$ cat src/rtl/return_address_stack_pkg.sv
// Shared types and default configuration for the return-address stack.
// The snapshot/recovery logic is built only when CVA5_RAS_RECOVERY_EN is defined.
package return_address_stack_pkg;

  typedef struct packed {
    int unsigned depth;
    int unsigned snap_depth;
  } ras_cfg_t;

  typedef struct packed {
    ras_cfg_t ras;
  } cva5_config_t;

  localparam cva5_config_t CONFIG = '{ras: '{depth: 8, snap_depth: 4}};

  localparam int unsigned RasPtrW = $clog2(CONFIG.ras.depth);

  // Pointer/count pair captured per predicted branch, sized for the default config.
  typedef struct packed {
    logic [RasPtrW-1:0] rd_ptr;
    logic [RasPtrW:0]   count;
  } ras_snapshot_t;

endpackage

$ cat src/rtl/return_address_stack_if.sv
// Fetch-side interface between the branch predictor (master) and the RAS (slave).
interface return_address_stack_if;
  logic        push;
  logic        pop;
  logic [31:0] new_addr;
  logic [31:0] addr;
  logic        valid;
  logic        branch_retired;
  logic        fetch_recover;

  modport master (
    output push, pop, new_addr, branch_retired, fetch_recover,
    input  addr, valid
  );

  modport slave (
    input  push, pop, new_addr, branch_retired, fetch_recover,
    output addr, valid
  );
endinterface

$ cat src/rtl/return_address_stack_snapshot_fifo.sv
// Synchronous FIFO with flush and a combinational head; push at full is allowed
// when a pop is accepted in the same cycle.
module return_address_stack_snapshot_fifo #(
  parameter int unsigned WIDTH = 8,
  parameter int unsigned DEPTH = 4
) (
  input  logic             i_clk,
  input  logic             i_rst,
  input  logic             i_push,
  input  logic             i_pop,
  input  logic             i_flush,
  input  logic [WIDTH-1:0] i_data,
  output logic [WIDTH-1:0] o_head,
  output logic             o_full,
  output logic             o_empty
);
  localparam int unsigned PtrW = $clog2(DEPTH);
  localparam logic [PtrW:0] CountFull = DEPTH[PtrW:0];

  logic [WIDTH-1:0] r_mem [DEPTH];
  logic [PtrW-1:0]  r_wr_ptr;
  logic [PtrW-1:0]  r_rd_ptr;
  logic [PtrW:0]    r_count;
  logic             w_do_push;
  logic             w_do_pop;

  assign o_full    = (r_count == CountFull);
  assign o_empty   = (r_count == '0);
  assign o_head    = r_mem[r_rd_ptr];
  assign w_do_pop  = i_pop & ~o_empty;
  assign w_do_push = i_push & (~o_full | w_do_pop);

  always_ff @(posedge i_clk) begin
    if (!i_rst || i_flush) begin
      r_wr_ptr <= '0;
      r_rd_ptr <= '0;
      r_count  <= '0;
    end else begin
      if (w_do_push) r_wr_ptr <= r_wr_ptr + 1'b1;
      if (w_do_pop)  r_rd_ptr <= r_rd_ptr + 1'b1;
      case ({w_do_push, w_do_pop})
        2'b10:   r_count <= r_count + 1'b1;
        2'b01:   r_count <= r_count - 1'b1;
        default: r_count <= r_count;
      endcase
    end
  end

  always_ff @(posedge i_clk) begin
    if (w_do_push) r_mem[r_wr_ptr] <= i_data;
  end

endmodule

$ cat src/rtl/return_address_stack.sv
// Speculative return-address stack; pointer recovery on fetch flush is built only
// when CVA5_RAS_RECOVERY_EN is defined.
module return_address_stack
  import return_address_stack_pkg::*;
#(
  parameter int unsigned RAS_DEPTH  = CONFIG.ras.depth,
  parameter int unsigned SNAP_DEPTH = CONFIG.ras.snap_depth
) (
  input  logic                  i_clk,
  input  logic                  i_rst,
  return_address_stack_if.slave ras
);
  localparam int unsigned   PtrW     = $clog2(RAS_DEPTH);
  localparam logic [PtrW:0] CountMax = RAS_DEPTH[PtrW:0];

  typedef struct packed {
    logic [PtrW-1:0] rd_ptr;
    logic [PtrW:0]   count;
  } snap_t;

  logic [31:0]     r_stack [RAS_DEPTH];
  logic [PtrW-1:0] r_rd_ptr;
  logic [PtrW:0]   r_count;
  logic [PtrW-1:0] w_rd_ptr_d;
  logic [PtrW:0]   w_count_d;
  logic [PtrW-1:0] w_ptr_inc;
  logic [PtrW-1:0] w_ptr_dec;
  logic [PtrW-1:0] w_wr_idx;
  logic            w_wr_en;
  logic            w_recover;
  logic            w_snap_empty;
  snap_t           w_snap_head;

  assign w_ptr_inc = r_rd_ptr + 1'b1;
  assign w_ptr_dec = r_rd_ptr - 1'b1;

  assign ras.addr  = r_stack[r_rd_ptr];
  assign ras.valid = (r_count != '0);

`ifdef CVA5_RAS_RECOVERY_EN
  logic  r_overflow;
  logic  w_snap_full;
  logic  w_snap_req;
  logic  w_enq;
  logic  w_deq;
  snap_t w_snap_cur;

  assign w_recover  = ras.fetch_recover;
  assign w_snap_req = ~w_recover & (ras.push | ras.pop);
  assign w_deq      = ~w_recover & ras.branch_retired;
  assign w_snap_cur = '{rd_ptr: r_rd_ptr, count: r_count};
  // After an overflow, later branches stay untracked until the FIFO drains.
  assign w_enq      = w_snap_req & ~r_overflow & (~w_snap_full | w_deq);

  always_ff @(posedge i_clk) begin
    if (!i_rst)                     r_overflow <= 1'b0;
    else if (w_recover)             r_overflow <= 1'b0;
    else if (w_snap_empty)          r_overflow <= 1'b0;
    else if (w_snap_req && !w_enq)  r_overflow <= 1'b1;
  end

  return_address_stack_snapshot_fifo #(
    .WIDTH ($bits(snap_t)),
    .DEPTH (SNAP_DEPTH)
  ) u_snap_fifo (
    .i_clk   (i_clk),
    .i_rst   (i_rst),
    .i_push  (w_enq),
    .i_pop   (w_deq),
    .i_flush (w_recover),
    .i_data  (w_snap_cur),
    .o_head  (w_snap_head),
    .o_full  (w_snap_full),
    .o_empty (w_snap_empty)
  );
`else
  logic w_unused;

  assign w_recover    = 1'b0;
  assign w_snap_empty = 1'b1;
  assign w_snap_head  = '0;
  assign w_unused     = ^{ras.branch_retired, ras.fetch_recover};
`endif

  always_comb begin
    w_rd_ptr_d = r_rd_ptr;
    w_count_d  = r_count;
    w_wr_en    = 1'b0;
    w_wr_idx   = r_rd_ptr;
    if (w_recover) begin
      if (!w_snap_empty) begin
        w_rd_ptr_d = w_snap_head.rd_ptr;
        w_count_d  = w_snap_head.count;
      end
    end else if (ras.push && ras.pop) begin
      // Return-and-call replaces the top in place.
      w_wr_en = 1'b1;
    end else if (ras.push) begin
      w_wr_en    = 1'b1;
      w_wr_idx   = w_ptr_inc;
      w_rd_ptr_d = w_ptr_inc;
      w_count_d  = (r_count == CountMax) ? r_count : r_count + 1'b1;
    end else if (ras.pop) begin
      w_rd_ptr_d = w_ptr_dec;
      w_count_d  = (r_count == '0) ? r_count : r_count - 1'b1;
    end
  end

  always_ff @(posedge i_clk) begin
    if (!i_rst) begin
      r_rd_ptr <= '0;
      r_count  <= '0;
      for (int unsigned i = 0; i < RAS_DEPTH; i++) r_stack[i] <= '0;
    end else begin
      r_rd_ptr <= w_rd_ptr_d;
      r_count  <= w_count_d;
      if (w_wr_en) r_stack[w_wr_idx] <= ras.new_addr;
    end
  end

endmodule
$ cat src/flat_wrapper.sv
// flat-port wrapper written by rule: the top's interface ports become plain ports
module return_address_stack_flat import return_address_stack_pkg::*;
#(
  parameter int unsigned RAS_DEPTH  = CONFIG.ras.depth,
  parameter int unsigned SNAP_DEPTH = CONFIG.ras.snap_depth
)
  (i_clk, i_rst, ras_push, ras_pop, ras_new_addr, ras_branch_retired, ras_fetch_recover, ras_addr, ras_valid);
  return_address_stack_if ras_i ();
  input  logic i_clk;
  input  logic i_rst;
  input wire logic [$bits(ras_i.push)-1:0] ras_push;
  input wire logic [$bits(ras_i.pop)-1:0] ras_pop;
  input wire logic [$bits(ras_i.new_addr)-1:0] ras_new_addr;
  input wire logic [$bits(ras_i.branch_retired)-1:0] ras_branch_retired;
  input wire logic [$bits(ras_i.fetch_recover)-1:0] ras_fetch_recover;
  output wire logic [$bits(ras_i.addr)-1:0] ras_addr;
  output wire logic [$bits(ras_i.valid)-1:0] ras_valid;
  assign ras_i.push = ras_push;
  assign ras_i.pop = ras_pop;
  assign ras_i.new_addr = ras_new_addr;
  assign ras_i.branch_retired = ras_branch_retired;
  assign ras_i.fetch_recover = ras_fetch_recover;
  assign ras_addr = ras_i.addr;
  assign ras_valid = ras_i.valid;
  return_address_stack #(.RAS_DEPTH(RAS_DEPTH), .SNAP_DEPTH(SNAP_DEPTH)) u_core (.i_clk(i_clk), .i_rst(i_rst), .ras(ras_i));
endmodule
$ cat config.mk
export PLATFORM = sky130hd
export DESIGN_NAME = return_address_stack_flat
export DESIGN_NICKNAME = d
export VERILOG_FILES = /design/src/rtl/return_address_stack_pkg.sv /design/src/rtl/return_address_stack_if.sv /design/src/rtl/return_address_stack_snapshot_fifo.sv /design/src/rtl/return_address_stack.sv /design/src/flat_wrapper.sv
export SDC_FILE = /design/constraint.sdc
export NUM_CORES = 1
export LEC_CHECK = 0
export ABC_CLOCK_PERIOD_IN_PS = 4800
export CORE_MARGIN = 2
export CORE_UTILIZATION = 25
export DETAILED_ROUTE_END_ITERATION = 8
export RECOVER_POWER = 50
export SYNTH_ARGS = -nofsm -noshare
export SYNTH_HDL_FRONTEND = slang
export SYNTH_HIERARCHICAL = 1
export SYNTH_SLANG_ARGS = --single-unit
$ cat constraint.sdc
create_clock -name i_clk -period 4.8 [get_ports i_clk]
set_clock_uncertainty 0.1 [all_clocks]
set_input_delay 0.96 -clock i_clk [delete_from_list [all_inputs] [get_ports i_clk]]
set_output_delay 0.96 -clock i_clk [all_outputs]
set_load 0.02 [all_outputs]
==> reports/summary.txt, run 1 <==
Die extent in y = 222 um
# DRC = 0
Startpoint Class = input pin
P_sw = 1.63 mW
Setup tns final = 0 ns
Cell variety after synth = 33
Max_cap viols = 0
PostCTS Resize Cnt = 0
Setup Buffers After CTS = 0
Worst path arrival time = 4.51 ns
Worst-path cell chain = dlygate4sd3_1 > clkbuf_1 > inv_1 > ha_1 > mux2_2 > nor2_1 > clkbuf_1 > nand2_1 > nor2_1
DR vias = 6898
Hold Crit Class = flip-flop to flip-flop
Initial antenna violation count = 1
Leakage = 4.71 nW
Vias/cell = 4.57
First-pass GRT wire length = 44600 um
Buffers on Ports = 68
WL final = 29800 um
Sw Share = 27.2%
Final setup violating endpoints = 0
Clock share of power = 33.9%
Worst hold slack = 0.477 ns
Slowest cell on the critical path = clkbuf_1
Status = completed
Setup slack, reg-to-reg = 1.63 ns
Cells after Synth = 811
Fin crit period = 4.23 ns
GRT Total Usage = 12.1%
Sequential share of the synthesized area = 66.2%
Worst VDD drop = 0.255 mV
Yosys warnings = 6
Vias in the first global route = 7175
Finished Layout Cells = 1510
Max Buffers Root-to-Sink = 3
Gpl congestion = 0.700
I/O pins = 71
Yosys top cell by area = edfxtp_1
Largest net degree at the start of global routing = 49
TritonCTS Sinks = 266
WL per Instance = 19.7 um
Clk_lat worst skew = 0.54 ns
Internal power = 4.36 mW
Max-slew violation count = 0
HPWL after detailed placement = 17300 um
CTS root buf = clkbuf_16
Router iterations before antenna repair = 5
Ant. Diodes = 0
Die W = 222 um
Worst slew margin = 22.9%
Clock buffer count from CTS = 28
Core area = 0.0468 sq mm
RSZ-0062 raised after global routing = false
FF-to-FF path depth = 7
Hold Path Depth = 2
Setup CP Type = input pin to flip-flop
Fmax = 237 MHz
Core Util, Final = 30.3%
Reg power frac = 46.8%
Die footprint = 0.0494 sq mm
Initial Utilization = 25.5%
Comb power frac = 19.3%
FF+latch count, synth = 266
Fin. Hold Viols = 0
Dpl cells = 1461
# H-tree levels = 1
Most frequent cells in the layout = nor2_1, edfxtp_1, nand2_1, clkdlybuf4s50_1, mux4_2
# rows = 79
Clk pin slew, worst setup/hold paths = 0.06 ns
Slew @ Worst Pin = 1.16 ns
Post-CTS Hold Fix Bufs = 0
Total Power = 5.98 mW
Required time worst endpoint = 5.09 ns
Crit path max fanout = 15
CP Capture Type = flip-flop
Layout net count = 930
Grt ovf = 0
Layout area overhead = 19.0%
Critical path's largest stage delay = 0.88 ns
Final period util = 88.0%
PwrDens = 422 mW/mm^2
TritonCTS clock tree = yes
Top cells by area, synth = edfxtp_1, mux4_2, nor2_1
Mapped Area = 0.0119 sq mm
Antenna-violating nets left = 0
Avg Cell Area, Syn = 14.7 sq um
Share of the synthesized area in the top cell type = 64.6%
Share of layout cells above drive strength 1 = 20.8%
DRT iter0 DRCs = 612
Syn_nets = 857
-- cell type report --
type | count | area [sq um]
Timing Repair Buffer | 99 | 971
Sequential cell | 266 | 7890
Clock inverter | 5 | 28.8
Fill cell | 4651 | 32600
Inverter | 5 | 18.8
Clock buffer | 44 | 822
Multi-Input combinational cell | 484 | 3670
Tap cell | 607 | 759
-- stage by stage --
stage | worst slack [ns] | area [sq um]
after floorplan | -0.0822 | 11900
after global placement | 0.816 | 13400
after detailed placement | 0.731 | 13400
after CTS | 0.621 | 14300
after global routing | 0.316 | 14200
final | 0.574 | 14200
-- Yosys cell counts (all sizes together) --
cell and count:
fa 1, nand3 5, mux2i 5, ha 7, o21ai 11, nor2b 1
a311o 1, xor2 3, a21oi 5, nand4bb 1, clkbuf 19, nand2 69
or3b 1, inv 5, o41ai 1, nand4 1, nor2 267, dfxtp 10
mux4 64, xnor2 1, edfxtp 256, buf 37, nand4b 1, or4 1
a2111o 1, o22ai 2, mux2 35
-- per-layer routing --
layer | track usage, % | routed length (um) | vias to the layer above
met1 | 16.2 | 12600 | 3515
met2 | 20.5 | 14700 | 240
met3 | 1.98 | 1920 | 38
li1 | - | - | 3103
met5 | 0 | 13 | -
met4 | 2.66 | 490 | 2
-- power groups by stage --
stage / Sequential, mW / Clock [mW] / Combinational (mW)
2_1_floorplan: 2.80 / 0 / 0.804
3_3_place_gp: 2.85 / 0 / 1.19
3_5_place_dp: 2.86 / 0 / 1.20
4_1_cts: 2.81 / 2.08 / 1.21
5_1_grt: 2.82 / 2.17 / 1.24
6_report: 2.80 / 2.03 / 1.16
-- sequential cells by signal, indices dropped and copies added, names as in the netlist, named ones only --
register,flops
u_core/r_stack,256
u_core/r_count,4
u_core/r_rd_ptr,3
-- worst paths after layout --
check                                        end                            start
max          u_core/r_stack[6][11]$_SDFFCE_PN0P_                         ras_push
min                                    flip-flop  u_core/r_rd_ptr[1]$_SDFFE_PN0P_
max reg2reg  u_core/r_stack[7][28]$_SDFFCE_PN0P_  u_core/r_rd_ptr[0]$_SDFFE_PN0P_
min reg2reg                            flip-flop  u_core/r_rd_ptr[1]$_SDFFE_PN0P_
-- kinds of logic (layout without fill, tap and decap cells) --
logic type	after synthesis	in the layout	share of synthesized area, %
AO/OA/AOI/OAI	21	21	1.42
XOR/XNOR	4	4	0.294
adder cells (fa/ha/maj)	8	8	0.904
buffers and inverters	61	153	3.44
flip-flops	266	266	66.2
multiplexers	104	104	15.8
AND/OR/NAND/NOR	347	347	11.9
-- worst max-delay path, delay by kind of cell --
kind / cells / cell delay (ns)
buf+inv: 4 / 2.23
fa+ha+maj: 1 / 0.37
simple gates: 3 / 0.66
mux: 1 / 0.28
Note: power is estimated with default switching activity, not from simulation.
==> run 2, diff against run 1 <==
ABC_AREA = 1   (was default)
==> run 2 against run 1 <==
  * The run now ends with max-capacitance violations, max-slew violations left
  * Core utilization down 0.051 points
  * Clock power barely moved
  * Die area hardly changed
  * Sequential power shrank 2%
  * Critical path depth shrank 1
  * Routed wire length grew 4.7%
  * Total power is 3.1% lower
  * Clock-buffer cell count is 3 lower
  * Combinational power fell by 14%
  * Cell count increased by 25%
  * Highest routed layer is now met4
==> reports/summary.txt, run 2 <==
Max reg flops = 256
Cells after Synth = 1211
Final period util = 86.5%
Mapped Area = 0.0119 sq mm
Hold Crit Class = flip-flop to flip-flop
Die footprint = 0.0494 sq mm
# rows = 79
First-pass GRT wire length = 48700 um
Cell variety after synth = 27
Antenna-violating nets left = 0
HPWL after detailed placement = 17600 um
Initial antenna violation count = 0
Final setup violating endpoints = 0
Layout net count = 1311
TritonCTS clock tree = yes
TritonCTS Sinks = 266
Die W = 222 um
Worst slew margin = -39.1%
Worst-path cell chain = dlygate4sd3_1 > inv_1 > ha_1 > nand2_1 > a21oi_1 > nand3_1 > nand2_1 > dlymetal6s4s_1
Share of the synthesized area in the top cell type = 64.6%
Max-slew violation count = 165
Core area = 0.0468 sq mm
Setup CP Type = input pin to flip-flop
EDFF count, synth = 256
Leakage = 5.49 nW
FF+latch area = 0.00790 sq mm
CTS root buf = clkbuf_16
Die extent in y = 222 um
WL final = 31200 um
DRT iter0 DRCs = 688
Slew @ Worst Pin = 2.09 ns
Status = finished, violations left
Fin. Hold Viols = 0
Failing checks = max-capacitance violations, max-slew violations
FF+latch count, synth = 266
Worst VDD drop = 0.258 mV
Most used DFF post-synth = edfxtp_1
Slowest cell on the critical path = dlymetal6s4s_1
Clk_lat worst skew = 0.55 ns
Most flop-heavy register = u_core/r_stack
# H-tree levels = 1
Vias/cell = 4.52
Most frequent cells in the layout = nor2_1, edfxtp_1, o21ai_0, nand2_1, clkdlybuf4s50_1
CP top delay family = buffers and inverters
DR vias = 8570
Sequential share of the synthesized area = 66.3%
Worst path arrival time = 4.20 ns
Gpl congestion = 0.773
Post-CTS Hold Fix Bufs = 0
Buffers on Ports = 68
Most common cell on crit path = nand2_1
Required time worst endpoint = 4.85 ns
Max_cap viols = 5
Most common cell after layout, fill and taps aside = nor2_1
Grt ovf = 0
Worst Path Buf+Inv = 3
I/O pins = 71
# DRC = 0
Avg Cell Area, Syn = 9.83 sq um
Setup Buffers After CTS = 0
Filler Cell Count = 4793
Vias in the first global route = 8481
Most Crowded Layer GR = met2
Largest net degree at the start of global routing = 129
Design Area, Final = 0.0141 sq mm
Synth async-reset ratio = 0%
Top cells by area, synth = edfxtp_1, nor2_1, o21ai_0
WL per Instance = 16.4 um
Router iterations before antenna repair = 5
Yosys top cell by area = edfxtp_1
Fmax = 241 MHz
Startpoint Class = input pin
Clock buffer count from CTS = 29
Footprint of the multi-input gates = 0.00350 sq mm
Largest regs = u_core/r_stack (256), u_core/r_count (4), u_core/r_rd_ptr (3)
Clk pin slew, worst setup/hold paths = 0.06 ns
Yosys warnings = 6
CP Capture Type = flip-flop
Synth cell count leaders = nor2_1, edfxtp_1, o21ai_0
Layout area overhead = 18.8%
Critical path's largest stage delay = 1.11 ns
Initial Utilization = 25.5%
Max Buffers Root-to-Sink = 3
Most frequent cell after synthesis = nor2_1
Share of layout cells above drive strength 1 = 5.90%
Ant. Diodes = 0
Worst hold slack = 0.429 ns
Syn_nets = 1257
Total Power = 5.80 mW
Placed instance area = 0.0133 sq mm
PostCTS Resize Cnt = 0
GR Util met2 = 21.8%
Setup tns final = 0 ns
PwrDens = 410 mW/mm^2
Fin crit period = 4.15 ns
Crit path max fanout = 20
GRT Total Usage = 12.6%
Met1 Use GR = 16.4%
Met3 Track Usage GR = 2.00%
RSZ-0062 raised after global routing = false
-- run 2: changes by cell type after synthesis, moves of 20 or more --
cell / change
buf_2: +21
buf_6: -20
inv_1: +41
mux2_2: -35
mux4_2: -64
nand2_1: +66
nor2_1: +198
o21ai_0: +163
o21ai_1: +23
-- run 2: cell type report --
cell class,count,area share [%]
multi-input cells,821,24.7
clock inverters,13,0.655
flip-flops and latches,266,55.8
well taps,607,5.37
inverters,48,1.28
repair buffers,99,6.61
clock buffers,41,5.52
-- run 2: per-layer routing --
layer / up-vias / wire length, um
li1: 4137 / -
met1: 4156 / 13400
met2: 235 / 15300
met3: 42 / 1730
met4: 0 / 676
met5: - / 0
-- run 2: kinds of logic after synthesis --
| kind of cell | after synthesis | share of synthesized area, % |
|---|---|---|
| AO/OA/AOI/OAI | 204 | 8.74 |
| flip-flops | 266 | 66.3 |
| buffers and inverters | 124 | 4.29 |
| XOR/XNOR | 3 | 0.221 |
| adder cells (fa/ha/maj) | 8 | 0.904 |
| AND/OR/NAND/NOR | 606 | 19.6 |
-- run 2: worst paths after layout --
| check | from | endpoint | slack, ns | cells after the start |
|---|---|---|---|---|
| worst max-delay path | ras_push | u_core/r_stack[3][12]$_SDFFCE_PN0P_ | 0.65 | 8 |
| worst min-delay path | u_core/r_count[2]$_SDFFE_PN0P_ | u_core/r_count[2]$_SDFFE_PN0P_ | 0.43 | 2 |
| worst max register to register | u_core/r_rd_ptr[0]$_SDFFE_PN0P_ | u_core/r_stack[0][8]$_SDFFCE_PN0P_ | 1.38 | 8 |
| worst min register to register | u_core/r_count[2]$_SDFFE_PN0P_ | u_core/r_count[2]$_SDFFE_PN0P_ | 0.43 | 2 |
-- run 2: tightest hold or removal path, cell delays in order (launching register included) --
cell	delay [ns]
dfxtp_1	0.35
a21oi_1	0.05
nor2_1	0.09
-- run 2: through the flow --
step                      setup slack (ns)  std cells  util [%]
after floorplan                       1.36       1211         -
final                                0.647       1895      30.2
after CTS                            0.806       1895      30.4
after global routing                 0.389       1895      30.2
after detailed placement             0.843       1841      28.5
after global placement               0.893       1841      28.5
-- run 2: where the power goes --
part           internal [mW]  leakage, nW  switching (mW)
registers               2.69         2.73          0.0554
clock network           1.18        0.420           0.873
logic                  0.349         2.34           0.652
